<file path="config.mk">
export PLATFORM = sky130hd
export DESIGN_NAME = baseerat_arb_mux
export DESIGN_NICKNAME = d
export VERILOG_FILES = /design/src/rtl/baseerat_mux_pkg.sv /design/src/rtl/baseerat_rr_arbiter.sv /design/src/rtl/baseerat_arb_mux.sv
export SDC_FILE = /design/constraint.sdc
export NUM_CORES = 1
export LEC_CHECK = 0
export ABC_AREA = 1
export BUFFER_PORTS_ARGS = -buffer_cell sky130_fd_sc_hd__buf_4
export CELL_PAD_IN_SITES_DETAIL_PLACEMENT = 2
export CELL_PAD_IN_SITES_GLOBAL_PLACEMENT = 2
export CORE_AREA = 2 2 511 513
export DETAILED_ROUTE_END_ITERATION = 10
export DIE_AREA = 0 0 513 515
export GPL_TIMING_DRIVEN = 0
export PLACE_DENSITY = 0.45
export SLEW_MARGIN = 20
export SYNTH_ARGS = -nofsm -noshare
export SYNTH_HDL_FRONTEND = slang
export SYNTH_SLANG_ARGS = --single-unit
</file>
<file path="constraint.sdc">
create_clock -name clock -period 16.2 [get_ports clock]
set_input_delay 1.62 -clock clock [delete_from_list [all_inputs] [get_ports clock]]
set_output_delay 1.62 -clock clock [all_outputs]
set_load 0.05 [all_outputs]
</file>
<file path="src/rtl/baseerat_mux_pkg.sv">
// baseerat_mux_pkg: shared constants, state type and clog2 helper for the baseerat muxes
package baseerat_mux_pkg;
    localparam int SECTION_WIDTH = 16;
    localparam int ARB_FIXED = 0;
    localparam int ARB_RR = 1;
    typedef enum logic {IDLE, LOCK} state_e;
    function automatic int clog2(input int value);
        int r;
        r = 0;
        while ((1 << r) < value) r++;
        return r;
    endfunction
endpackage

</file>
<file path="src/rtl/baseerat_rr_arbiter.sv">
// baseerat_rr_arbiter: fixed-priority or round-robin one-hot arbiter with packet lock override
module baseerat_rr_arbiter
    import baseerat_mux_pkg::*;
#(
    parameter int NUM_IN = 4,
    parameter int ARB_MODE = ARB_RR,
    localparam int SEL_W = (clog2(NUM_IN) < 1) ? 1 : clog2(NUM_IN)
) (
    input  logic              clock,
    input  logic              reset,
    input  logic [NUM_IN-1:0] req,
    input  logic              lock,
    input  logic [SEL_W-1:0]  lock_idx,
    input  logic              advance,
    output logic [NUM_IN-1:0] grant,
    output logic [SEL_W-1:0]  grant_idx
);
    logic [SEL_W-1:0]  rr_ptr_q, rr_ptr_d, base, pick_idx;
    logic [NUM_IN-1:0] req_rot;
    logic              found;

    assign base = (ARB_MODE == ARB_RR) ? rr_ptr_q : '0;
    assign req_rot = NUM_IN'({req, req} >> base);

    // First requester in the rotated view; offset is mapped back to a source index
    always_comb begin
        found = 1'b0;
        pick_idx = '0;
        for (int k = 0; k < NUM_IN; k++) begin
            if (!found && req_rot[k]) begin
                found = 1'b1;
                pick_idx = SEL_W'((int'(base) + k) % NUM_IN);
            end
        end
    end

    assign grant_idx = lock ? lock_idx : pick_idx;
    assign grant = (lock || found) ? (NUM_IN'(1) << grant_idx) : '0;

    // Pointer moves past the source whose packet just ended
    always_comb begin
        rr_ptr_d = advance ? ((grant_idx == SEL_W'(NUM_IN - 1)) ? '0 : grant_idx + 1'b1) : rr_ptr_q;
    end

    // Round-robin pointer register
    always_ff @(posedge clock or posedge reset) begin
        if (reset) rr_ptr_q <= '0;
        else rr_ptr_q <= rr_ptr_d;
    end
endmodule

</file>
<file path="src/rtl/baseerat_arb_mux.sv">
// baseerat_arb_mux: packet-aware N:1 stream mux with arbitration and a 2-entry output skid buffer
module baseerat_arb_mux
    import baseerat_mux_pkg::*;
#(
    parameter int DATA_WIDTH = 256,
    parameter int NUM_IN = 4,
    parameter int ARB_MODE = ARB_RR,
    localparam int SEL_W = (clog2(NUM_IN) < 1) ? 1 : clog2(NUM_IN)
) (
    input  logic                         clock,
    input  logic                         reset,
    input  logic [NUM_IN*DATA_WIDTH-1:0] in_data,
    input  logic [NUM_IN-1:0]            in_valid,
    input  logic [NUM_IN-1:0]            in_last,
    output logic [NUM_IN-1:0]            in_ready,
    output logic [DATA_WIDTH-1:0]        out_data,
    output logic                         out_valid,
    output logic                         out_last,
    output logic [SEL_W-1:0]             out_src,
    input  logic                         out_ready
);
    localparam int NSEC = DATA_WIDTH / SECTION_WIDTH;

    state_e                  state_q, state_d;
    logic [SEL_W-1:0]        lock_idx_q, lock_idx_d, grant_idx;
    logic [NUM_IN-1:0]       grant;
    logic [1:0]              count_q, count_d;
    logic [DATA_WIDTH-1:0]   head_data_q, head_data_d, tail_data_q, tail_data_d, sel_data;
    logic                    head_last_q, head_last_d, tail_last_q, tail_last_d, sel_last;
    logic [SEL_W-1:0]        head_src_q, head_src_d, tail_src_q, tail_src_d;
    logic                    push, pop, advance, load_head, load_tail, shift;

    baseerat_rr_arbiter #(.NUM_IN(NUM_IN), .ARB_MODE(ARB_MODE)) u_arb (
        .clock(clock),
        .reset(reset),
        .req(in_valid),
        .lock(state_q == LOCK),
        .lock_idx(lock_idx_q),
        .advance(advance),
        .grant(grant),
        .grant_idx(grant_idx)
    );

    for (genvar s = 0; s < NSEC; s++) begin : g_sec
        logic [SECTION_WIDTH-1:0] sec;
        // One-hot AND-OR of this section across all sources
        always_comb begin
            sec = '0;
            for (int i = 0; i < NUM_IN; i++)
                sec = sec | ({SECTION_WIDTH{grant[i]}} & in_data[i*DATA_WIDTH + s*SECTION_WIDTH +: SECTION_WIDTH]);
        end
        assign sel_data[s*SECTION_WIDTH +: SECTION_WIDTH] = sec;
    end

    assign sel_last  = |(grant & in_last);
    assign in_ready  = reset ? '0 : (grant & {NUM_IN{count_q != 2'd2}});
    assign push      = |(in_valid & in_ready);
    assign out_valid = count_q != 2'd0;
    assign pop       = out_valid && out_ready;
    assign advance   = push && sel_last;
    assign out_data  = head_data_q;
    assign out_last  = head_last_q;
    assign out_src   = head_src_q;

    // Packet lock: a non-last beat pins the grant until that source's last beat is taken
    always_comb begin
        state_d = state_q;
        lock_idx_d = lock_idx_q;
        if (state_q == IDLE && push && !sel_last) begin
            state_d = LOCK;
            lock_idx_d = grant_idx;
        end else if (state_q == LOCK && advance) begin
            state_d = IDLE;
        end
    end

    // Skid buffer: head feeds the output, tail only fills when the head is stalled
    always_comb begin
        load_head = push && (count_q == 2'd0 || (count_q == 2'd1 && pop));
        load_tail = push && count_q == 2'd1 && !pop;
        shift = pop && count_q == 2'd2;
        head_data_d = load_head ? sel_data : shift ? tail_data_q : head_data_q;
        head_last_d = load_head ? sel_last : shift ? tail_last_q : head_last_q;
        head_src_d = load_head ? grant_idx : shift ? tail_src_q : head_src_q;
        tail_data_d = load_tail ? sel_data : tail_data_q;
        tail_last_d = load_tail ? sel_last : tail_last_q;
        tail_src_d = load_tail ? grant_idx : tail_src_q;
        count_d = count_q + {1'b0, push} - {1'b0, pop};
    end

    // State, lock index and buffer registers
    always_ff @(posedge clock or posedge reset) begin
        if (reset) begin
            state_q <= IDLE;
            lock_idx_q <= '0;
            count_q <= '0;
            head_data_q <= '0;
            head_last_q <= 1'b0;
            head_src_q <= '0;
            tail_data_q <= '0;
            tail_last_q <= 1'b0;
            tail_src_q <= '0;
        end else begin
            state_q <= state_d;
            lock_idx_q <= lock_idx_d;
            count_q <= count_d;
            head_data_q <= head_data_d;
            head_last_q <= head_last_d;
            head_src_q <= head_src_d;
            tail_data_q <= tail_data_d;
            tail_last_q <= tail_last_d;
            tail_src_q <= tail_src_d;
        end
    end
endmodule

</file>
After elaboration in Yosys (flattened, before gate mapping)
Index checks and enable logic that the tools add are counted.

Word-level logic and storage cells: 184. Flip-flop bits (word level): 525. Bits of input ports: 1035.

Add/sub/neg operators: 6. Bitwise logic cells: 116. Muxes and demuxes: 20. Shifts and indexed selects: 2. Reduce and logical (&&, ||, !) cells: 26. Eq/ne operators: 4.

Operators with widths (count): AND 16 bit (64); bitwise OR 16 bit (48); 2-to-1 mux 256 bit (2); 2-to-1 mux 2 bit (8); logical AND 1 bit (13); AND 4 bit (3); 2-to-1 mux 1 bit (8); 2-to-1 mux 4 bit (2); OR reduction 4 bit (2); right shift 8 x 2 -> 4 bit (1); nonzero test 2 bit (3); logical NOT 1 bit (5); adder 2 x 1 -> 2 bit, second input constant (2); adder 2 bit, second input constant (2); equality test 2 bit, second input constant (2); << shifter 1 x 2 -> 4 bit, first input constant (1); adder 2 x 1 -> 2 bit (1); equality test 2 x 1 -> 1 bit, second input constant (1); logical NOT 2 bit (1); logical OR 1 bit (2); inequality test 2 bit, second input constant (1); subtractor 2 x 1 -> 2 bit (1); inverter 1 bit (1).

Depth between registers and ports, before layout
Gate-level depths: netlist of run 1.

Depth in word-level cells: 22. Gate-level depth with buffers: 29.

By module
A second synthesis of run 1 with hierarchy kept.

Cell total of the unflattened synthesis: 4365. Area, all modules: 29708.5 µm².

By module, submodules not included: baseerat_arb_mux (area an instance 29143.0 µm², cells an instance 4277, instances 1); baseerat_rr_arbiter (area an instance 565.5 µm², cells an instance 88, instances 1).

Least setup slack after synthesis of run 1
OpenSTA, ideal clock, no wires.

Kind: in2out. From: input in_valid[3]. To: output in_ready[3]. Cell stages on the path: 15. Slack: 10.977 ns. Required time: 14.580 ns. Path buffers: 1. Data arrival time: 3.603 ns. Cells stage by stage: nand2_1 nand2_1 nand2_1 nand2_2 nor2_1 nor2_1 nand2_1 nand2_1 nand2_1 nand2_2 inv_2 clkbuf_1 ha_1 nand2_1 nor2_1.

Word-level cells in the longest chain between the ends: 16.

RTL lines: from (decl) (RTL line baseerat_arb_mux.sv:13) `input logic [NUM_IN-1:0] in_valid,`; right shift 8 x 2 -> 4 bit (*) (RTL line baseerat_rr_arbiter.sv:23) `assign req_rot = NUM_IN'({req, req} >> base);`; 2-to-1 mux 1 bit (RTL line baseerat_rr_arbiter.sv:30) `if (!found && req_rot[k]) begin`; logical NOT 1 bit (RTL line baseerat_rr_arbiter.sv:30); logical AND 1 bit (RTL line baseerat_rr_arbiter.sv:30); 2-to-1 mux 1 bit (RTL line baseerat_rr_arbiter.sv:30); logical NOT 1 bit (RTL line baseerat_rr_arbiter.sv:30); logical AND 1 bit (RTL line baseerat_rr_arbiter.sv:30); 2-to-1 mux 1 bit (RTL line baseerat_rr_arbiter.sv:30); logical NOT 1 bit (RTL line baseerat_rr_arbiter.sv:30); logical AND 1 bit (RTL line baseerat_rr_arbiter.sv:30); 2-to-1 mux 2 bit (*) (RTL line baseerat_rr_arbiter.sv:30); 2-to-1 mux 2 bit (*) (RTL line baseerat_rr_arbiter.sv:37) `assign grant_idx = lock ? lock_idx : pick_idx;`; via grant_idx[0] (RTL line baseerat_arb_mux.sv:25) `logic [SEL_W-1:0] lock_idx_q, lock_idx_d, grant_idx;`; << shifter 1 x 2 -> 4 bit (*) (RTL line baseerat_rr_arbiter.sv:38) `assign grant = (lock || found) ? (NUM_IN'(1) << grant_idx) : '0;`; 2-to-1 mux 4 bit (*) (RTL line baseerat_rr_arbiter.sv:38); AND 4 bit (*) (RTL line baseerat_arb_mux.sv:56) `assign in_ready = reset ? '0 : (grant & {NUM_IN{count_q != 2'd2}});`; 2-to-1 mux 4 bit (*) (RTL line baseerat_arb_mux.sv:56); to (decl) (RTL line baseerat_arb_mux.sv:15) `output logic [NUM_IN-1:0] in_ready,`.

Mark *: on every way through the listed nets, which the timed path passes. The rest lies on a longest branch.

Worst setup path in the final report of run 1
From: input in_valid[0]. To: output in_ready[2].

Word-level cells in the longest chain between the ends: 16.

RTL lines (RTL line): right shift 8 x 2 -> 4 bit (*) (baseerat_rr_arbiter.sv:23); 2-to-1 mux 1 bit (baseerat_rr_arbiter.sv:30); logical NOT 1 bit (baseerat_rr_arbiter.sv:30); logical AND 1 bit (baseerat_rr_arbiter.sv:30); 2-to-1 mux 1 bit (baseerat_rr_arbiter.sv:30); logical NOT 1 bit (baseerat_rr_arbiter.sv:30); logical AND 1 bit (baseerat_rr_arbiter.sv:30); 2-to-1 mux 1 bit (baseerat_rr_arbiter.sv:30); logical NOT 1 bit (baseerat_rr_arbiter.sv:30); logical AND 1 bit (baseerat_rr_arbiter.sv:30); 2-to-1 mux 2 bit (baseerat_rr_arbiter.sv:30); 2-to-1 mux 2 bit (baseerat_rr_arbiter.sv:37); << shifter 1 x 2 -> 4 bit (baseerat_rr_arbiter.sv:38); 2-to-1 mux 4 bit (*) (baseerat_rr_arbiter.sv:38); AND 4 bit (*) (baseerat_arb_mux.sv:56); 2-to-1 mux 4 bit (*) (baseerat_arb_mux.sv:56).

Mark *: on every way between the ends. The rest lies on a longest branch, timed or not.

==> flow_metrics.tcl, run 1 <==
set metrics [dict create \
    final_core_utilization_pct 19.5 \
    drt_wl_total_um 263000 \
    worstSetupEndpointType "primary output" \
    die_h_um 515 \
    reg2reg_slack_ns 10.56 \
    synth.most_common_cell "nand2_1" \
    grt_overflow_total 0 \
    dr_total_vias 40300 \
    syn_nets 6439 \
    path_clk_slew_ns 0.06 \
    synthDistinctLibCells 25 \
    cpMostUsedCell "nand2_1" \
    gp_congestion 0.880 \
    dp_slack_ns 9.05 \
    cts-root-buf "clkbuf_16" \
    htree_num_levels 3 \
    slew_violations 0 \
    synth_edf_count 0 \
    io_buffers 1298 \
    final.setup.tns_ns 0 \
    r2r-start "u_arb.base[0]" \
    worstPathArrival_ns 4.63 \
    p_leak_nw 27.7 \
    coreArea_mm2 0.259 \
    dp_cells 10100 \
    setup_viol 0 \
    fin_crit_sh_pct 38.6 \
    synthCells 5400 \
    crit_path_top_delay_cell "buf_2" \
    max_stage_delay_ns 0.78 \
    syn_area_mm2 0.0332 \
    yosys_warnings 0 \
    syn_area_per_cell_um2 6.15 \
    dp_hpwl_um 221000 \
    synthTopCellsByArea "dfrtp_1 40%, nand2_1 27%, nand3_1 12%, nor2_1 6.0%, inv_1 6.0%" \
    cts.repair_timing.setup_buffer_count 0 \
    numCtsBuffers 76 \
    ir_drop_v 0.0000648 \
    cap_violations 0 \
    p_per_area_mw_per_mm2 247 \
    seqCellArea_mm2 0.0131 \
    grt_usage_pct 19.5 \
    area_delta_synth_final_pct 51.6 \
    clock.fmax_mhz 160 \
    grt_pass1_vias 44600 \
    antenna_left 0 \
    drtIter0Drc 1574 \
    min_from "tail_data_q[235]" \
    rsz0062_at_grt "no" \
    worstPathMaxFanout 10 \
    final_cells 10300 \
    die_w_um 513 \
    tightest_slew_ns 1.01 \
    antenna_found_initial 50 \
    fin_nets 7843 \
    nFillCells 31100 \
    cp-startpoint "in_valid[0]" \
    async_flop_share_pct 100 \
    fin_ws_ns 9.95 \
    wl_per_cell_um 25.6 \
    cts_resized 0 \
    critical_path_class "input port to primary output" \
    finClkSkew_ns 0.0499 \
    outcome "finished, final reports clean" \
    grt_pass1_wl_um 362000 \
    multi_input_area_mm2 0.0163 \
    clockBufferDepth 3 \
    drc 0 \
    num_rows 187 \
    synth-seq-area-share_pct 39.5 \
    io_pins 1299 \
    clk_latency_ns 0.68 \
    grt_max_degree 31 \
    hp-class "flip-flop to flip-flop" \
    startpoint_type "input port" \
    first_pass_iters 5 \
    finalCriticalPeriod_ns 6.25 \
    hold_viol 0 \
    cts_tree "yes" \
    cts.sinks 525 \
    synth_top_area_share_pct 39.5 \
    holdBufCountCts 0 \
    ys.flop_type "dfrtp_1" \
    drive_gt1_share_pct 24.1 \
    slew_headroom_pct 32.5 \
    cp_data_required_time_ns 14.58 \
    synth-seq-cells 525 \
    viasPerCell 3.92 \
    synth_common_cells "2,371 x nand2_1, 786 x nand3_1, 529 x nor2_1" \
    dieArea_mm2 0.264 \
    start_util_pct 12.9 \
    yosys.area.top_type "dfrtp_1" \
    path_cells "buf_4, nand2_1, nand3_1, nand2_1, nor2_1, nand2_1, nand2_1, nor2_1, nand2_1, nand2_1, nand2_2, nand2_1, buf_2, buf_2, nor2_1, buf_4" \
]
[routing by layer]
layer	wire length, um	share of wire [%]	vias to the layer above	global-route usage (%)
li1	-	-	19400	-
met1	105000	40	19600	22.1
met2	136000	52	1108	36.0
met3	18000	6.8	170	5.27
met4	4520	1.7	18	3.94
met5	108	0.041	-	0
[final cells by class]
cell class                      instances  area share (%)
Clock buffer                          108            4.38
Clock inverter                         26           0.534
Buffer                                369            3.53
Inverter                              536            4.00
Sequential cell                       525            26.1
Multi-Input combinational cell       3970            32.4
Tap cell                             3402            8.45
Antenna cell                           21           0.104
Timing Repair Buffer                 1326            20.5
[per-stage QoR]
step	power [mW]	hold WS, ns	area [um^2]
after floorplan	6.87	0.443	33200
after global placement	11.0	0.466	47200
after detailed placement	11.1	0.474	47900
after CTS	12.9	0.489	50300
after global routing	13.6	0.508	50400
final	12.4	0.483	50400
[sequential cells by signal, indices dropped and copies added, names as in the netlist, 2 cells and up]
signal       cells
count_q          2
out_src          2
tail_src_q       2
tail_data_q    256
out_data       256
u_arb.base       2
lock_idx_q       2
[worst paths after layout]
path | endpoint | depth (start not counted)
worst min register to register | tail_data_q[235] | 2
worst max-delay path | in_ready[2] | 16
max in group asynchronous | out_data[131] | 10
min in group asynchronous | count_q[1] | 2
worst min-delay path | tail_data_q[235] | 2
worst max register to register | out_data[114] | 26
[power by group]
part	switching (mW)	internal (mW)
Sequential	0.380	1.97
Clock	0.709	0.997
Combinational	6.34	2.04
Total	7.43	5.00
[cells by family (layout without fill, tap and decap cells)]
kind of cell | after synthesis | count (layout) | synth area share, %
AO/OA/AOI/OAI | 263 | 263 | 3.96
XOR/XNOR | 3 | 3 | 0.0791
adder cells (fa/ha/maj) | 4 | 4 | 0.151
buffers and inverters | 905 | 2365 | 11.3
flip-flops | 525 | 525 | 39.5
other | 0 | 21 | 0
AND/OR/NAND/NOR | 3700 | 3700 | 44.9
[layout by cell type, fill, tap and decap left out, drive strengths merged]
cell      count
inv         536
nand3       787
bufinv        3
clkinv       19
ha            4
clkinvlp      4
nor2        529
nand3b        1
diode        21
o21ai       261
xor2          1
buf        1520
a21oi         2
or2           1
dfrtp       525
xnor2         2
nand2      2377
clkbuf      283
nand4         5
[critical path: cells and delay by family]
kind | cells | cell delay, ns
buf+inv | 4 | 1.57
simple gates | 12 | 1.35
(Power assumes the default switching activity.)
==> inputs of run 2 (changes only) <==
Settings changed: CORE_AREA 2 2 511 513 to 2 2 508 510, DIE_AREA 0 0 513 515 to 0 0 510 512, PLACE_DENSITY 0.45 to 0.44.
Clock period 16.2 ns to 6.25 ns, I/O delays scaled along.
==> flow_metrics.tcl, run 2 (synthesis results as in run 1) <==
set metrics [dict create \
    numCtsBuffers 75 \
    clk_latency_ns 0.66 \
    cts_tree "yes" \
    antenna_left 0 \
    whs_ns 0.371 \
    rsz0062_at_grt "no" \
    final_area_mm2 0.0504 \
    cts-root-buf "clkbuf_16" \
    fin_ws_ns 0.589 \
    holdPathStages 5 \
    power.share.clock_pct 13.9 \
    coreArea_mm2 0.256 \
    grt_usage_pct 19.4 \
    slew_violations 0 \
    power_frac_comb_pct 67.2 \
    nFillCells 30700 \
    worstPathArrival_ns 6.19 \
    fin_nets 7843 \
    io_buffers 1298 \
    critical_path_class "flip-flop to flip-flop" \
    antenna_found_initial 49 \
    clock.fmax_mhz 177 \
    grt_max_degree 29 \
    outcome "finished, final reports clean" \
    mostFrequentLayoutCells "2,371 x nand2_1, 1,305 x buf_4, 786 x nand3_1" \
    grt_overflow_total 0 \
    worstSetupEndpointType "flip-flop" \
    cts_resized 0 \
    grt_pass1_vias 44400 \
    p_leak_nw 27.8 \
    seq_power_share_pct 18.9 \
    min_to "tail_data_q[65]" \
    internal-power_mw 13.1 \
    die_h_um 512 \
    p_sw_share_pct 59.6 \
    r2r-start "u_arb.base[0]" \
    dp_slack_ns 0.252 \
    finClkSkew_ns 0.0294 \
    finalCriticalPeriod_ns 5.66 \
    drt_wl_total_um 261000 \
    area_delta_synth_final_pct 51.8 \
    reg2reg_slack_ns 0.59 \
    ir_drop_v 0.000235 \
    io_pins 1299 \
    drtIter0Drc 1649 \
    final_core_utilization_pct 19.7 \
    path_clk_slew_ns 0.06 \
    first_pass_iters 5 \
    switching_power_mw 19.3 \
    dieArea_mm2 0.261 \
    worstPathMaxFanout 10 \
    hold_viol 0 \
    min_from "in_data[321]" \
    reg2regPathDepth 27 \
    cap_violations 0 \
    cts.sinks 525 \
    num_rows 186 \
    grt_pass1_wl_um 357000 \
    setup_viol 0 \
    viasPerCell 3.91 \
    cp-startpoint "u_arb.base[0]" \
    wl_per_cell_um 25.4 \
    drc 0 \
    layout_commonest_cell "nand2_1" \
    dp_hpwl_um 220000 \
    die_w_um 510 \
    start_util_pct 13.0 \
    r2r-end "out_data[251]" \
    slew_headroom_pct 29.7 \
    p_per_area_mw_per_mm2 642 \
    cp_data_required_time_ns 6.78 \
    place_area_mm2 0.0478 \
    clockBufferDepth 3 \
    drive_gt1_share_pct 24.0 \
    htree_num_levels 3 \
    hp-class "input port to flip-flop" \
    gp_congestion 0.841 \
    tightest_slew_ns 1.05 \
    fin_crit_sh_pct 90.6 \
    startpoint_type "flip-flop" \
    dr_total_vias 40100 \
]
run 2: how the worst max path moves through the flow:
stage,to,depth (start not counted)
after CTS,out_data[254],27
final,out_data[251],27
after global routing,out_data[254],26
after floorplan,count_q[0],1
after detailed placement,out_data[254],25
after global placement,out_data[130],2
run 2: final cells by class:
| type | instances | area, um^2 | share of cell area (%) |
|---|---|---|---|
| clock inverter | 19 | 233 | 0.461 |
| inverter | 536 | 2020 | 4.00 |
| multi-input combinational | 3970 | 16300 | 32.4 |
| tap | 3384 | 4230 | 8.40 |
| clock buffer | 115 | 2300 | 4.56 |
| timing repair buffer | 1327 | 10400 | 20.6 |
| antenna | 18 | 45.0 | 0.0893 |
| buffer | 369 | 1780 | 3.52 |
| sequential | 525 | 13100 | 26.1 |
run 2: power groups by stage:
stage                     clock (mW)  combinational, mW  sequential, mW
final                           4.51               21.8            6.13
after global placement             0               22.4            6.17
after CTS                       4.71               22.8            6.18
after detailed placement           0               22.7            6.21
after floorplan                    0               9.24            8.56
after global routing            4.81               24.2            6.37
run 2: per-stage QoR:
step	std cells	setup TNS (ns)	power, mW
after detailed placement	10100	0	28.9
after global routing	10200	0	35.4
final	10300	0	32.4
after floorplan	5400	-792.31	17.8
after global placement	10100	-3489.27	28.5
after CTS	10200	0	33.7
run 2: metal layers:
| metal | GRT usage (%) | vias up | part of all wire, % |
|---|---|---|---|
| met4 | 3.15 | 18 | 1.3 |
| met2 | 35.7 | 1079 | 51 |
| li1 | - | 19400 | - |
| met5 | 0 | - | 0.040 |
| met3 | 5.31 | 138 | 7.0 |
| met1 | 22.4 | 19500 | 40 |
run 2: repair_timing:
item | 4_1_cts | 5_1_grt
buffers inserted | 0 | 0
hold buffers | 1 | 0
endpoints found under the hold margin | 15 | 0
run 2: critical path, stage by stage, from the launching register on:
cell      delay [ns]
dfrtp_1         0.36
buf_4           0.17
inv_2           0.09
nand2_1         0.07
nand2_1         0.09
nand2_1         0.08
nand2_2         0.10
nor2_1          0.06
nor2_1          0.12
nand2_1         0.07
nand2_1         0.07
nand2_1         0.06
nand2_2         0.26
inv_2           0.31
clkbuf_1        0.40
ha_1            0.30
nand2_1         0.09
clkinv_1        0.39
clkbuf_2        0.51
clkbuf_1        0.41
nand2_1         0.14
nand2_1         0.11
inv_1           0.07
nand2_1         0.06
nor2_1          0.65
nand3_1         0.17
nand2_1         0.16
nand2_1         0.06
==> inputs of run 3 (changes only) <==
Settings changed: MAX_ROUTING_LAYER set to met4.
==> flow_metrics.tcl, run 3 (synthesis results as in run 1) <==
set metrics [dict create \
    outcome "finished, final reports clean" \
    worstPathMaxFanout 10 \
    layout_commonest_cell "nand2_1" \
    setup_viol 0 \
    cp_data_required_time_ns 6.78 \
    grt_usage_pct 20.0 \
    die_w_um 510 \
    internal-power_mw 13.1 \
    gp_congestion 0.855 \
    whs_ns 0.368 \
    num_rows 186 \
    start_util_pct 13.0 \
    cts.sinks 525 \
    first_pass_iters 5 \
    seq_power_share_pct 18.9 \
    antenna_found_initial 50 \
    cts_resized 0 \
    finClkSkew_ns 0.0294 \
    grt_pass1_vias 44400 \
    io_pins 1299 \
    ir_drop_v 0.000239 \
    cts-root-buf "clkbuf_16" \
    fin_ws_ns 0.640 \
    multi_input_area_mm2 0.0163 \
    hp-class "input port to flip-flop" \
    startpoint_type "flip-flop" \
    worstSetupEndpointType "flip-flop" \
    final_core_utilization_pct 19.7 \
    cts_tree "yes" \
    grt_pass1_wl_um 357000 \
    drt_wl_total_um 261000 \
    final.setup.tns_ns 0 \
    io_buffers 1298 \
    drive_gt1_share_pct 24.0 \
    critical_path_class "flip-flop to flip-flop" \
    rsz0062_at_grt "no" \
    hold_viol 0 \
    fin_nets 7843 \
    nFillCells 30700 \
    tightest_slew_ns 1.07 \
    viasPerCell 3.90 \
    grt_max_degree 29 \
    drtIter0Drc 1678 \
    clk_latency_ns 0.66 \
    path_clk_slew_ns 0.06 \
    fin_crit_sh_pct 89.8 \
    dp_slack_ns 0.252 \
    dr_total_vias 40100 \
    slew_headroom_pct 28.6 \
    coreArea_mm2 0.256 \
    p_leak_nw 27.8 \
    numCtsBuffers 75 \
    clockBufferDepth 3 \
    switching_power_mw 19.3 \
    htree_num_levels 3 \
    wl_per_cell_um 25.4 \
    cap_violations 0 \
    worstPathArrival_ns 6.14 \
    grt_overflow_total 0 \
    holdBufCountCts 1 \
    mostFrequentLayoutCells "2,371 x nand2_1, 1,305 x buf_4, 786 x nand3_1" \
    dp_hpwl_um 220000 \
    area_delta_synth_final_pct 51.9 \
    p_per_area_mw_per_mm2 642 \
    drc 0 \
    antenna_left 0 \
    finalCriticalPeriod_ns 5.61 \
    seqCellArea_mm2 0.0131 \
    slew_violations 0 \
    power.share.clock_pct 13.9 \
    dieArea_mm2 0.261 \
    p_sw_share_pct 59.7 \
    die_h_um 512 \
    place_area_mm2 0.0478 \
    clock.fmax_mhz 178 \
    cts.repair_timing.setup_buffer_count 0 \
    holdPathStages 5 \
    final_area_mm2 0.0505 \
    power_frac_comb_pct 67.2 \
    reg2regPathDepth 27 \
]
-- run 3: area by class of cell --
cell class                 instances  area share (%)
multi-input combinational       3970            32.3
sequential                       525            26.0
timing repair buffer            1327            20.5
tap                             3384            8.39
clock buffer                     115            4.56
inverter                         536            3.99
buffer                           369            3.52
clock inverter                    19           0.461
antenna                           36           0.178
-- run 3: per-stage QoR --
step / cells / power (mW)
after floorplan: 5400 / 17.8
after CTS: 10200 / 33.7
after detailed placement: 10100 / 28.9
final: 10300 / 32.4
after global placement: 10100 / 28.5
after global routing: 10300 / 35.4
-- run 3: worst paths after layout --
check                                  from                to  slack (ns)
max reg2reg                   u_arb.base[0]     out_data[251]        0.64
min in group asynchronous             reset   tail_data_q[52]        0.62
max                           u_arb.base[0]     out_data[251]        0.64
min                            in_data[321]   tail_data_q[65]        0.37
min reg2reg                tail_data_q[242]  tail_data_q[242]        0.49
max in group asynchronous             reset  tail_data_q[138]        3.36
-- run 3: power by group through the flow --
stage / registers (mW) / clock network (mW) / logic, mW
3_5_place_dp: 6.21 / 0 / 22.7
4_1_cts: 6.18 / 4.71 / 22.8
6_report: 6.13 / 4.50 / 21.8
3_3_place_gp: 6.17 / 0 / 22.4
2_1_floorplan: 8.56 / 0 / 9.24
5_1_grt: 6.37 / 4.81 / 24.2
-- run 3: metal layers --
metal	wire length, um	part of all wire [%]	track usage [%]
met5	0	0	-
met3	17500	6.7	4.88
met1	106000	41	22.7
met4	3480	1.3	3.15
met2	134000	51	35.7
-- run 3: worst max-delay path: stages, from the launching register on --
cell      delay (ns)
dfrtp_1         0.36
buf_4           0.17
inv_2           0.09
nand2_1         0.07
nand2_1         0.09
nand2_1         0.08
nand2_2         0.10
nor2_1          0.06
nor2_1          0.12
nand2_1         0.07
nand2_1         0.07
nand2_1         0.06
nand2_2         0.27
inv_2           0.32
clkbuf_1        0.39
ha_1            0.29
nand2_1         0.09
clkinv_1        0.38
clkbuf_2        0.51
clkbuf_1        0.41
nand2_1         0.14
nand2_1         0.11
inv_1           0.07
nand2_1         0.06
nor2_1          0.59
nand3_1         0.16
nand2_1         0.17
nand2_1         0.06
